--- src/rtl/tape_recorder.sv ---
// Save-side tape recorder: run-length encodes MIC pulse widths as CSW v1 bytes and
// writes them to the SDRAM tape area through a req/ack byte port.
module tape_recorder #(
  parameter int ADDR_W = 22,
  parameter int QDEPTH = 4
) (
  input  logic              clk_sys,
  input  logic              reset,
  input  logic              ce,
  input  logic              rec_en,
  input  logic              mic_in,
  output logic [ADDR_W-1:0] buf_addr,
  output logic [7:0]        buf_dout,
  output logic              buf_wr,
  input  logic              buf_ack,
  output logic [ADDR_W-1:0] rec_size,
  output logic              active,
  output logic              full,
  output logic              overflow
);

  localparam int PW = $clog2(QDEPTH);
  localparam logic [PW:0]       QFULL = (PW+1)'(QDEPTH);
  localparam logic [ADDR_W+1:0] CAP   = {2'b01, {ADDR_W{1'b0}}};

  typedef enum logic [1:0] {C_IDLE, C_ARM, C_RUN, C_FLUSH} cap_e;
  typedef enum logic [1:0] {E_IDLE, E_REQ, E_GAP} enc_e;

  cap_e         cap_q;
  enc_e         enc_q;
  logic         lvl_q;
  logic [31:0]  cnt_q;
  logic [31:0]  q_mem [QDEPTH];
  logic [PW-1:0] wr_ptr_q, rd_ptr_q;
  logic [PW:0]  q_cnt_q;
  logic [39:0]  sh_q;
  logic [2:0]   left_q;
  logic [ADDR_W:0] size_q;
  logic         wr_q, active_q, full_q, ovf_q;

  logic         push_req, push_ok, pop, flush, ovf_d, enc_take;
  logic [31:0]  head;
  logic         head_long;
  logic [2:0]   rec_len;
  logic [ADDR_W+1:0] need;

  always_comb begin
    head      = q_mem[rd_ptr_q];
    head_long = (head[31:8] != '0);
    rec_len   = head_long ? 3'd5 : 3'd1;
    need      = {1'b0, size_q} + {{(ADDR_W-1){1'b0}}, rec_len};
    enc_take  = (enc_q == E_IDLE) && (q_cnt_q != '0) && !full_q;
    pop       = enc_take && (need <= CAP);
    flush     = enc_take && (need > CAP);
    // A rec_en fall pushes the pulse in progress; an edge on that same ce adds nothing more.
    push_req  = ce && (cap_q == C_RUN) && !full_q && (!rec_en || (mic_in != lvl_q));
    push_ok   = push_req && !flush && ((q_cnt_q != QFULL) || pop);
    ovf_d     = push_req && !flush && (q_cnt_q == QFULL) && !pop;
  end

  always_ff @(posedge clk_sys) begin
    if (push_ok) q_mem[wr_ptr_q] <= cnt_q;
  end

  always_ff @(posedge clk_sys) begin
    if (reset) begin
      cap_q    <= C_IDLE;
      enc_q    <= E_IDLE;
      lvl_q    <= 1'b0;
      cnt_q    <= '0;
      wr_ptr_q <= '0;
      rd_ptr_q <= '0;
      q_cnt_q  <= '0;
      sh_q     <= '0;
      left_q   <= '0;
      size_q   <= '0;
      wr_q     <= 1'b0;
      active_q <= 1'b0;
      full_q   <= 1'b0;
      ovf_q    <= 1'b0;
    end else begin
      if (flush) begin
        full_q   <= 1'b1;
        wr_ptr_q <= '0;
        rd_ptr_q <= '0;
        q_cnt_q  <= '0;
      end else begin
        if (push_ok) wr_ptr_q <= wr_ptr_q + PW'(1);
        if (pop)     rd_ptr_q <= rd_ptr_q + PW'(1);
        if (push_ok && !pop)      q_cnt_q <= q_cnt_q + (PW+1)'(1);
        else if (pop && !push_ok) q_cnt_q <= q_cnt_q - (PW+1)'(1);
      end
      if (ovf_d) ovf_q <= 1'b1;

      // Encoder: the cycle after an ack keeps buf_wr low and commits the byte.
      case (enc_q)
        E_IDLE: if (pop) begin
          sh_q   <= head_long ? {head, 8'h00} : {32'h0, head[7:0]};
          left_q <= rec_len - 3'd1;
          wr_q   <= 1'b1;
          enc_q  <= E_REQ;
        end
        E_REQ: if (buf_ack) begin
          wr_q  <= 1'b0;
          enc_q <= E_GAP;
        end
        E_GAP: begin
          size_q <= size_q + (ADDR_W+1)'(1);
          if (left_q != '0) begin
            left_q <= left_q - 3'd1;
            sh_q   <= {8'h00, sh_q[39:8]};
            wr_q   <= 1'b1;
            enc_q  <= E_REQ;
          end else begin
            enc_q  <= E_IDLE;
          end
        end
        default: enc_q <= E_IDLE;
      endcase

      if (ce) begin
        case (cap_q)
          C_IDLE: if (rec_en) begin
            lvl_q    <= mic_in;
            size_q   <= '0;
            full_q   <= 1'b0;
            ovf_q    <= 1'b0;
            active_q <= 1'b1;
            cap_q    <= C_ARM;
          end
          C_ARM: begin
            if (!rec_en) begin
              active_q <= 1'b0;
              cap_q    <= C_IDLE;
            end else if (mic_in != lvl_q) begin
              lvl_q <= mic_in;
              cnt_q <= 32'd1;
              cap_q <= C_RUN;
            end
          end
          C_RUN: begin
            if (!rec_en) begin
              cap_q <= C_FLUSH;
            end else if (mic_in != lvl_q) begin
              lvl_q <= mic_in;
              cnt_q <= 32'd1;
            end else if (cnt_q != '1) begin
              cnt_q <= cnt_q + 32'd1;
            end
          end
          C_FLUSH: if ((q_cnt_q == '0) && (enc_q == E_IDLE)) begin
            active_q <= 1'b0;
            cap_q    <= C_IDLE;
          end
          default: cap_q <= C_IDLE;
        endcase
      end
    end
  end

  // A full buffer reads back as all-ones rather than wrapping to zero.
  logic [ADDR_W-1:0] size_sat;
  assign size_sat = size_q[ADDR_W] ? '1 : size_q[ADDR_W-1:0];

  assign buf_addr = size_sat;
  assign rec_size = size_sat;
  assign buf_dout = sh_q[7:0];
  assign buf_wr   = wr_q;
  assign active   = active_q;
  assign full     = full_q;
  assign overflow = ovf_q;

endmodule

--- config.mk ---
export PLATFORM = sky130hd
export DESIGN_NAME = tape_recorder
export DESIGN_NICKNAME = d
export VERILOG_FILES = /design/src/rtl/tape_recorder.sv
export SDC_FILE = /design/constraint.sdc
export NUM_CORES = 1
export LEC_CHECK = 0
export BUFFER_PORTS_ARGS = -buffer_cell sky130_fd_sc_hd__buf_4
export CORE_MARGIN = 10
export CORE_UTILIZATION = 52
export DETAILED_ROUTE_END_ITERATION = 12
export MAX_ROUTING_LAYER = met4
export PLACE_DENSITY = 0.69
export SLEW_MARGIN = 10
export SYNTH_ARGS = -nofsm -noshare
export SYNTH_HDL_FRONTEND = slang
export SYNTH_SLANG_ARGS = --single-unit
--- constraint.sdc ---
create_clock -name clk_sys -period 11.45 [get_ports clk_sys]
set_input_delay 2.29 -clock clk_sys [delete_from_list [all_inputs] [get_ports clk_sys]]
set_output_delay 2.29 -clock clk_sys [all_outputs]
set_load 0.02 [all_outputs]
======== Word level (Yosys, flattened, before mapping) ========
Memories as Yosys holds them, arrays and structs flattened. A register that Yosys moved wholly into a read port is not among the register bits.
Index checks and enable logic that the tools add are counted.
operators by class
  $add $sub $neg .......................... 9
  multipliers ............................. 0
  divide/modulo/power cells ............... 0
  $lt $le $gt $ge ......................... 2
  eq/ne operators ......................... 23
  shift operators ......................... 0
  muxes and demuxes ....................... 55
  bitwise gates (word level) .............. 0
  reduce and logical (&&, ||, !) cells .... 42
operators with widths
  operator               count
  $mux 32                5
  $mux 40                3
  $mux 23                4
  $pmux 40 s2            1
  $pmux 32 s2            1
  $add 32x1->32 const B  1
  $ne 32x32->1 const B   1
  $add 23x3->24          1
  $gt 24x23->1 const B   1
  $le 24x23->1 const B   1
  $reduce_bool 24->1     1
  $add 23x1->23 const B  1
  $mux 22                1
  $mux 1                 20
  $ne 2x2->1 const B     10
  $mux 2                 9
  $mux 3                 5
  $reduce_and 5->1       3
  $logic_and 1x1->1      14
  $reduce_bool 3->1      4
  $sub 3x1->3 const B    3
  $pmux 2 s4             1
  $reduce_bool 2->1      4
  $eq 2x2->1 const B     3
  21 further kinds       33
word-level totals
  register bits after elaboration ......... 114
  bits in latches ......................... 0
  memory bits (writable) .................. 128
  memory bits (read-only) ................. 0
  bits of input ports ..................... 6
  output and inout port bits .............. 56
  logic and storage cells ................. 146
  memories kept ........................... 1
memory list
  name   words  bits a word  rd ports  clocked after memory_dff  write ports  RTL line  RTL
  q_mem  4      32           1         1                         1            33        logic [31:0] q_mem [QDEPTH];

======== Logic depth before layout (Yosys ltp) ========
Gate-level depths: netlist of the first run.
  depth in word-level cells ............... 13
  gate-level depth with buffers ........... 22
  mapped depth without buffers ............ 20

======== Worst setup path before layout of the first run ========
OpenSTA, ideal clock, no wires.
  path type ............................... reg-to-reg
  start point ............................. reg with a tool-made name
  end point ............................... mem q_mem[0][0] (enable)
  library setup time ...................... 0.392 ns
  data arrival time ....................... 4.997 ns
  slack ................................... 6.061 ns
  stages on the path, launching flop included .. 17
  clock period less this slack ............ 5.389 ns
  cells stage by stage .................... dfxtp_1 buf_2 buf_2 mux4_2 nor4_1 nand2_1 nor2_4 inv_2 ha_1 a31oi_2 nor4_1 or3_1 a22oi_1 or4b_4 o21ai_0 o21ba_2 and2_1
RTL lines
  what              RTL line
  end: declaration  33

==> results of run 1 <==
## worst paths after layout
check	start	end	cells after the start
max	register	q_cnt_q[2]	21
min	sh_q[29]	sh_q[21]	2
max reg2reg	register	q_cnt_q[2]	21
min reg2reg	sh_q[29]	sh_q[21]	2
## power by group through the flow
stage	Sequential, W	Combinational, W	Clock, W
after floorplan	0.00106	0.000529	0
after global placement	0.00107	0.000606	0
after detailed placement	0.00107	0.000616	0
after CTS	0.00105	0.000618	0.000811
after global routing	0.00107	0.000684	0.000847
final	0.00105	0.000610	0.000793
## registers in the layout, indices dropped and copies added (netlist names), named ones only
signal / cells
cnt_q: 32
size_q: 23
q_cnt_q: 3
enc_q: 2
overflow: 1
wr_ptr_q: 2
q_mem: 128
full: 1
cap_q: 1
left_q: 3
buf_wr: 1
lvl_q: 1
sh_q: 40
rd_ptr_q: 2
active: 1
## logic make-up after synthesis
logic type	count (synthesis)	share of synthesized area, %
AOI/OAI and AO/OA	125	7.84
xor gates and xnor gates	53	4.24
adders and majority gates	15	1.78
buffers and inverters	114	5.50
DFF	244	56.3
muxes	42	7.51
and+or+nand+nor	373	16.8
## cells in the final DEF (no fill, tap or decap), types with 27 or more instances in the layout
cell and instances:
nand2_1 79, a21oi_1 39, edfxtp_1 128, buf_4 70, inv_1 27, nand3_1 30, mux4_2 32, or2_2 31
xnor2_1 28, nor2_1 124, dfxtp_1 115
## worst reg2reg max path, cell delays in order, from the launching register on
cell     delay, ps
dfxtp_2        310
buf_4          510
mux4_2         630
nor4_1         390
nand4_1        250
nor2_4         290
inv_2          130
ha_1           370
a31oi_2        180
nor3_2         460
and4_1         260
o22ai_1         60
or4b_4         560
o21ai_0        460
o21ba_2        240
ha_1           190
inv_1           60
fa_1           370
xor2_1         170
nor2_1         110
xnor2_1        120
nor2_1          50
## final cells by class
type | instances | area, sq um
timing repair buffer | 70 | 526
fill | 1728 | 8750
clock buffer | 34 | 691
clock inverter | 14 | 126
tap | 275 | 344
sequential | 244 | 6170
multi-input combinational | 608 | 4180
inverter | 28 | 105
## metal layers
layer  wire length (um)  part of all wire (%)  GRT usage (%)  vias up
met1              10200                    46           21.8     3401
met5                  0                     0              -        -
li1                   -                     -              -     3492
met3               1420                   6.4           2.95       31
met4                352                   1.6           3.95        0
met2              10100                    46           26.0      174
## metrics by stage
stage | setup slack (ps) | utilization, % | instances | area [sq um]
floorplan | 6060 | - | 966 | 10900
global placement | 5230 | 54.2 | 1225 | 11300
detailed placement | 5100 | 54.2 | 1225 | 11300
CTS | 5090 | 58.1 | 1273 | 12100
global route | 4680 | 58.1 | 1273 | 12100
finish | 5180 | 58.1 | 1273 | 12100
==> flow_metrics.tcl, run 1 <==
set metrics [dict create \
    cts_setup_buffers 0 \
    rsz0062_at_grt "no" \
    drive_gt1_share_pct 19.1 \
    avgSynthCellArea_sq_um 11.3 \
    antenna_left 0 \
    antenna_cells 0 \
    drtPass1Iterations 5 \
    cp_slowest_cell "mux4_2" \
    path_delay_family "simple AND/OR/NAND/NOR gates" \
    worstMarginPinSlew_ps 983 \
    vias_per_cell 5.58 \
    yosys-top-cells-area "edfxtp_1 35%, dfxtp_1 21%, mux4_2 6.6%, nor2_1 4.3%, nand2_1 2.7%" \
    gp_congestion 0.866 \
    hold_path_class "register to register" \
    crit_chain "buf_4, mux4_2, nor4_1, nand4_1, nor2_4, inv_2, ha_1, a31oi_2, nor3_2, and4_1, o22ai_1, or4b_4, o21ai_0, o21ba_2, ha_1, inv_1, fa_1, xor2_1, nor2_1, xnor2_1, nor2_1" \
    finalCriticalPeriod_ps 6270 \
    clock_skew_ps 18.0 \
    cp-end-kind "register" \
    drv_cap 0 \
    grt_antenna_before_repair 0 \
    initial_core_util_pct 52.4 \
    synth_nets 987 \
    drc_errors 0 \
    fin_nets 999 \
    vias 7098 \
    start_kind "register" \
    die_height_um 165 \
    min_period_over_period_pct 54.8 \
    ys_ff_latch 244 \
    numCtsBuffers 26 \
    hpwl_mm 14.6 \
    synthDistinctLibCells 65 \
    postRouteWirelength_mm 22.0 \
    post_cts_resized 0 \
    critical_path.max_stage_delay_ps 600 \
    p_int_w 0.00171 \
    clockBufferDepth 3 \
    p_leak_nw 4.35 \
    power.share.sequential_pct 42.9 \
    yosysMostFrequentCell "edfxtp_1" \
    drv_slew 0 \
    r2r_slack_ps 5180 \
    switchingPower_w 0.000752 \
    path_max_fanout 32 \
    cp.required_ps 11860 \
    p_per_area_nw_per_um2 202 \
    area_growth_pct 10.9 \
    path_class "register to register" \
    grt-ovfl-total 0 \
    port_buffers 61 \
    clockRootBuffer "clkbuf_16" \
    clk_pin_slew_ps 60 \
    p_comb_share_pct 24.8 \
    htree_levels 1 \
    syn_area_sq_um 10900 \
    row_count 53 \
    swShare_pct 30.6 \
    clk-insertion-delay-late_ps 540 \
    synth_edf_count 128 \
    setup_tns_ps 0 \
    dominantRegCellSynth "edfxtp_1" \
    synth_commonest_cells "128 x edfxtp_1, 125 x nor2_1, 116 x dfxtp_1" \
    ir_drop_v 0.000121 \
    coreArea_sq_um 20900 \
    finalHoldViolations 0 \
    synth_top_area_share_pct 35.1 \
    power_w 0.00246 \
    setup_viol 0 \
    wl_per_cell_um 17.3 \
    grt_max_degree 80 \
    fmax_mhz 159 \
    relSlewSlack_pct 33.9 \
    postCtsHoldBufs 0 \
    hold_slack_ps 476 \
    fp.dieW_um 165 \
    tritoncts "yes" \
    ioPinCount 62 \
    status "finished clean" \
    dieArea_sq_um 27300 \
    yosysTopAreaCell "edfxtp_1" \
    yosysWarnings 0 \
    cts_sinks 244 \
    path_buf_inv 3 \
    async_flop_share_pct 0 \
    yosysSeqAreaShare_pct 56.3 \
    grt_use_total_pct 16.5 \
    grt_pass1_wl_mm 35.6 \
    clkPwrFrac_pct 32.3 \
    cp.arrival_ps 6680 \
    drt-initial-drc-count 491 \
    synth_cells 966 \
    grt_pass1_vias 6831 \
]
Note: power is estimated with default switching activity, not from simulation.
==> run 2, diff against run 1 <==
--- a/config.mk
+++ b/config.mk
@@ -5,12 +5,13 @@
 export SDC_FILE = /design/constraint.sdc
 export NUM_CORES = 1
 export LEC_CHECK = 0
+export ABC_AREA = 1
 export BUFFER_PORTS_ARGS = -buffer_cell sky130_fd_sc_hd__buf_4
 export CORE_MARGIN = 10
 export CORE_UTILIZATION = 52
 export DETAILED_ROUTE_END_ITERATION = 12
 export MAX_ROUTING_LAYER = met4
-export PLACE_DENSITY = 0.69
+export PLACE_DENSITY = 0.71
 export SLEW_MARGIN = 10
 export SYNTH_ARGS = -nofsm -noshare
 export SYNTH_HDL_FRONTEND = slang
==> constraint.sdc (replaced) <==
create_clock -name clk_sys -period 5.5 [get_ports clk_sys]
set_input_delay 1.1 -clock clk_sys [delete_from_list [all_inputs] [get_ports clk_sys]]
set_output_delay 1.1 -clock clk_sys [all_outputs]
set_load 0.02 [all_outputs]
==> run 2 against run 1 <==
Against the previous run:
- worst hold slack worse by 16 ps
- wire length up 22%
- critical path depth up 9
- utilization up 1.2 points
- die area up 4.8%
- sequential power up 110%
- sequential cell count unchanged
- maximum frequency up 28%
- critical endpoint unchanged
==> flow_metrics.tcl, run 2 <==
set metrics [dict create \
    initial_core_util_pct 52.9 \
    ioPinCount 62 \
    clock_skew_ps 16.0 \
    antenna_left 0 \
    synth_commonest_cells "356 x nand2_1, 200 x nor2_1, 128 x edfxtp_1" \
    async_flop_share_pct 0 \
    layout_common_cells "356 x nand2_1, 195 x nor2_1, 128 x edfxtp_1, 115 x dfxtp_1, 110 x inv_1" \
    area_growth_pct 12.1 \
    grt_util_met3_pct 2.92 \
    drc_errors 0 \
    grtUsageMet2_pct 28.4 \
    synthDistinctLibCells 51 \
    setup_tns_ps 0 \
    synth_edf_count 128 \
    clk-insertion-delay-late_ps 550 \
    path_max_fanout 34 \
    cp_slowest_cell "clkinv_2" \
    power_w 0.00550 \
    vias_per_cell 5.32 \
    path_class "register to register" \
    min_period_over_period_pct 89.3 \
    die_height_um 169 \
    grt.busiest_layer "met2" \
    postCtsHoldBufs 0 \
    vias 9109 \
    dpl_worst_slack_ps 567 \
    syn_area_sq_um 11500 \
    final_core_util_pct 59.3 \
    yosysTopAreaCell "edfxtp_1" \
    hpwl_mm 18.5 \
    setup_viol 0 \
    avgSynthCellArea_sq_um 8.34 \
    grt-ovfl-total 0 \
    numCtsBuffers 27 \
    clockBufferDepth 3 \
    drive_gt1_share_pct 10.8 \
    synth_cells 1384 \
    cpMostUsedCell "nand2_1" \
    cp.arrival_ps 5400 \
    ir_drop_v 0.000258 \
    grt_antenna_before_repair 0 \
    htree_levels 1 \
    yosysMostFrequentCell "nand2_1" \
    grt_use_total_pct 18.6 \
    antenna_cells 0 \
    yosys-top-cells-area "edfxtp_1 33%, dfxtp_1 20%, nand2_1 12%, nor2_1 6.5%, o21ai_0 3.8%" \
    coreArea_sq_um 21800 \
    grt_pass1_wl_mm 43.1 \
    dominantRegCellSynth "edfxtp_1" \
    p_per_area_nw_per_um2 425 \
    finalHoldViolations 0 \
    gp_congestion 0.949 \
    finalCriticalPeriod_ps 4910 \
    postRouteWirelength_mm 26.8 \
    worstMarginPinSlew_ps 862 \
    setup_ws_ps 587 \
    start_kind "register" \
    cp.required_ps 5980 \
    largest_register_ffs 128 \
    yosysWarnings 0 \
    largest_register "q_mem" \
    clockRootBuffer "clkbuf_16" \
    layout_commonest_cell "nand2_1" \
    drt-initial-drc-count 803 \
    post_cts_resized 0 \
    clk_pin_slew_ps 60 \
    critical_path.max_stage_delay_ps 420 \
    cp-end-kind "register" \
    dieArea_sq_um 28600 \
    row_count 54 \
    largest_registers "q_mem (128), sh_q (40), cnt_q (32)" \
    ys_ff_latch 244 \
    grt_max_degree 69 \
    cts_setup_buffers 0 \
    relSlewSlack_pct 42.5 \
    rsz0062_at_grt "no" \
    use_met1_pct 25.7 \
    synth_top_area_share_pct 33.3 \
    p_leak_nw 5.11 \
    drv_cap 0 \
    cts_sinks 244 \
    status "finished clean" \
    wl_per_cell_um 15.7 \
    fmax_mhz 204 \
    port_buffers 61 \
    fp.dieW_um 169 \
    tritoncts "yes" \
    yosysSeqAreaShare_pct 53.4 \
    grt_pass1_vias 8368 \
    hold_path_class "register to register" \
    drv_slew 0 \
    synth_nets 1405 \
    drtPass1Iterations 5 \
    fin_nets 1431 \
]
[run 2: cell count changes after synthesis, sizes merged, moves of 32 or more]
cell / change
nor2: +85
nand2: +285
o21ai: +81
nand3: +56
inv: +88
mux4: -32
[run 2: kinds of logic (layout without fill, tap and decap cells)]
kind of cell,after synthesis,after routing,share of synthesized area [%]
and+or+nand+nor,728,728,26.5
DFF,244,244,53.4
buffers and inverters,195,242,7.99
AOI/OAI and AO/OA,185,185,9.08
xor gates and xnor gates,16,16,1.21
adders and majority gates,15,15,1.69
muxes,1,1,0.0867
[run 2: path summary, 6_finish.rpt]
path	slack, ps	endpoint	cells after the start	startpoint
min reg2reg	460	buf_wr	2	buf_wr
max	590	q_cnt_q[2]	30	register
max reg2reg	590	q_cnt_q[2]	30	register
min	460	buf_wr	2	buf_wr
[run 2: power breakdown]
part	leakage, nW	switching (W)	internal, W	total (W)
logic	2.66	0.00102	0.000477	0.00150
clock network	0.444	0.000735	0.00110	0.00183
registers	2.01	0.0000986	0.00207	0.00217
total	5.11	0.00185	0.00365	0.00550
[run 2: cell type report]
class,count,area [sq um]
Sequential cell,244,6170
Tap cell,280,350
Fill cell,1949,8880
Timing Repair Buffer,75,576
Clock inverter,14,185
Inverter,117,445
Clock buffer,36,741
Multi-Input combinational cell,945,4480
[run 2: through the flow]
stage,hold WS [ps],cells,cell area (sq um)
6_report,461,1711,12900
5_1_grt,495,1711,12900
4_1_cts,466,1711,12900
3_5_place_dp,457,1661,12000
3_3_place_gp,446,1661,12000
2_1_floorplan,436,1384,11500
[run 2: critical path, delay by kind of cell, from the launching register on]
family,cells,cell delay (ps)
buffers and inverters,4,710
and+or+nand+nor,18,2090
DFF,1,350
xor gates and xnor gates,1,150
adders and majority gates,3,870
AOI/OAI and AO/OA,4,670
[run 2: routing by layer]
layer / part of all wire, % / vias up
met4: 1.7 / 0
li1: - / 4607
met3: 6.9 / 35
met1: 46 / 4206
met2: 45 / 261
met5: 0 / -
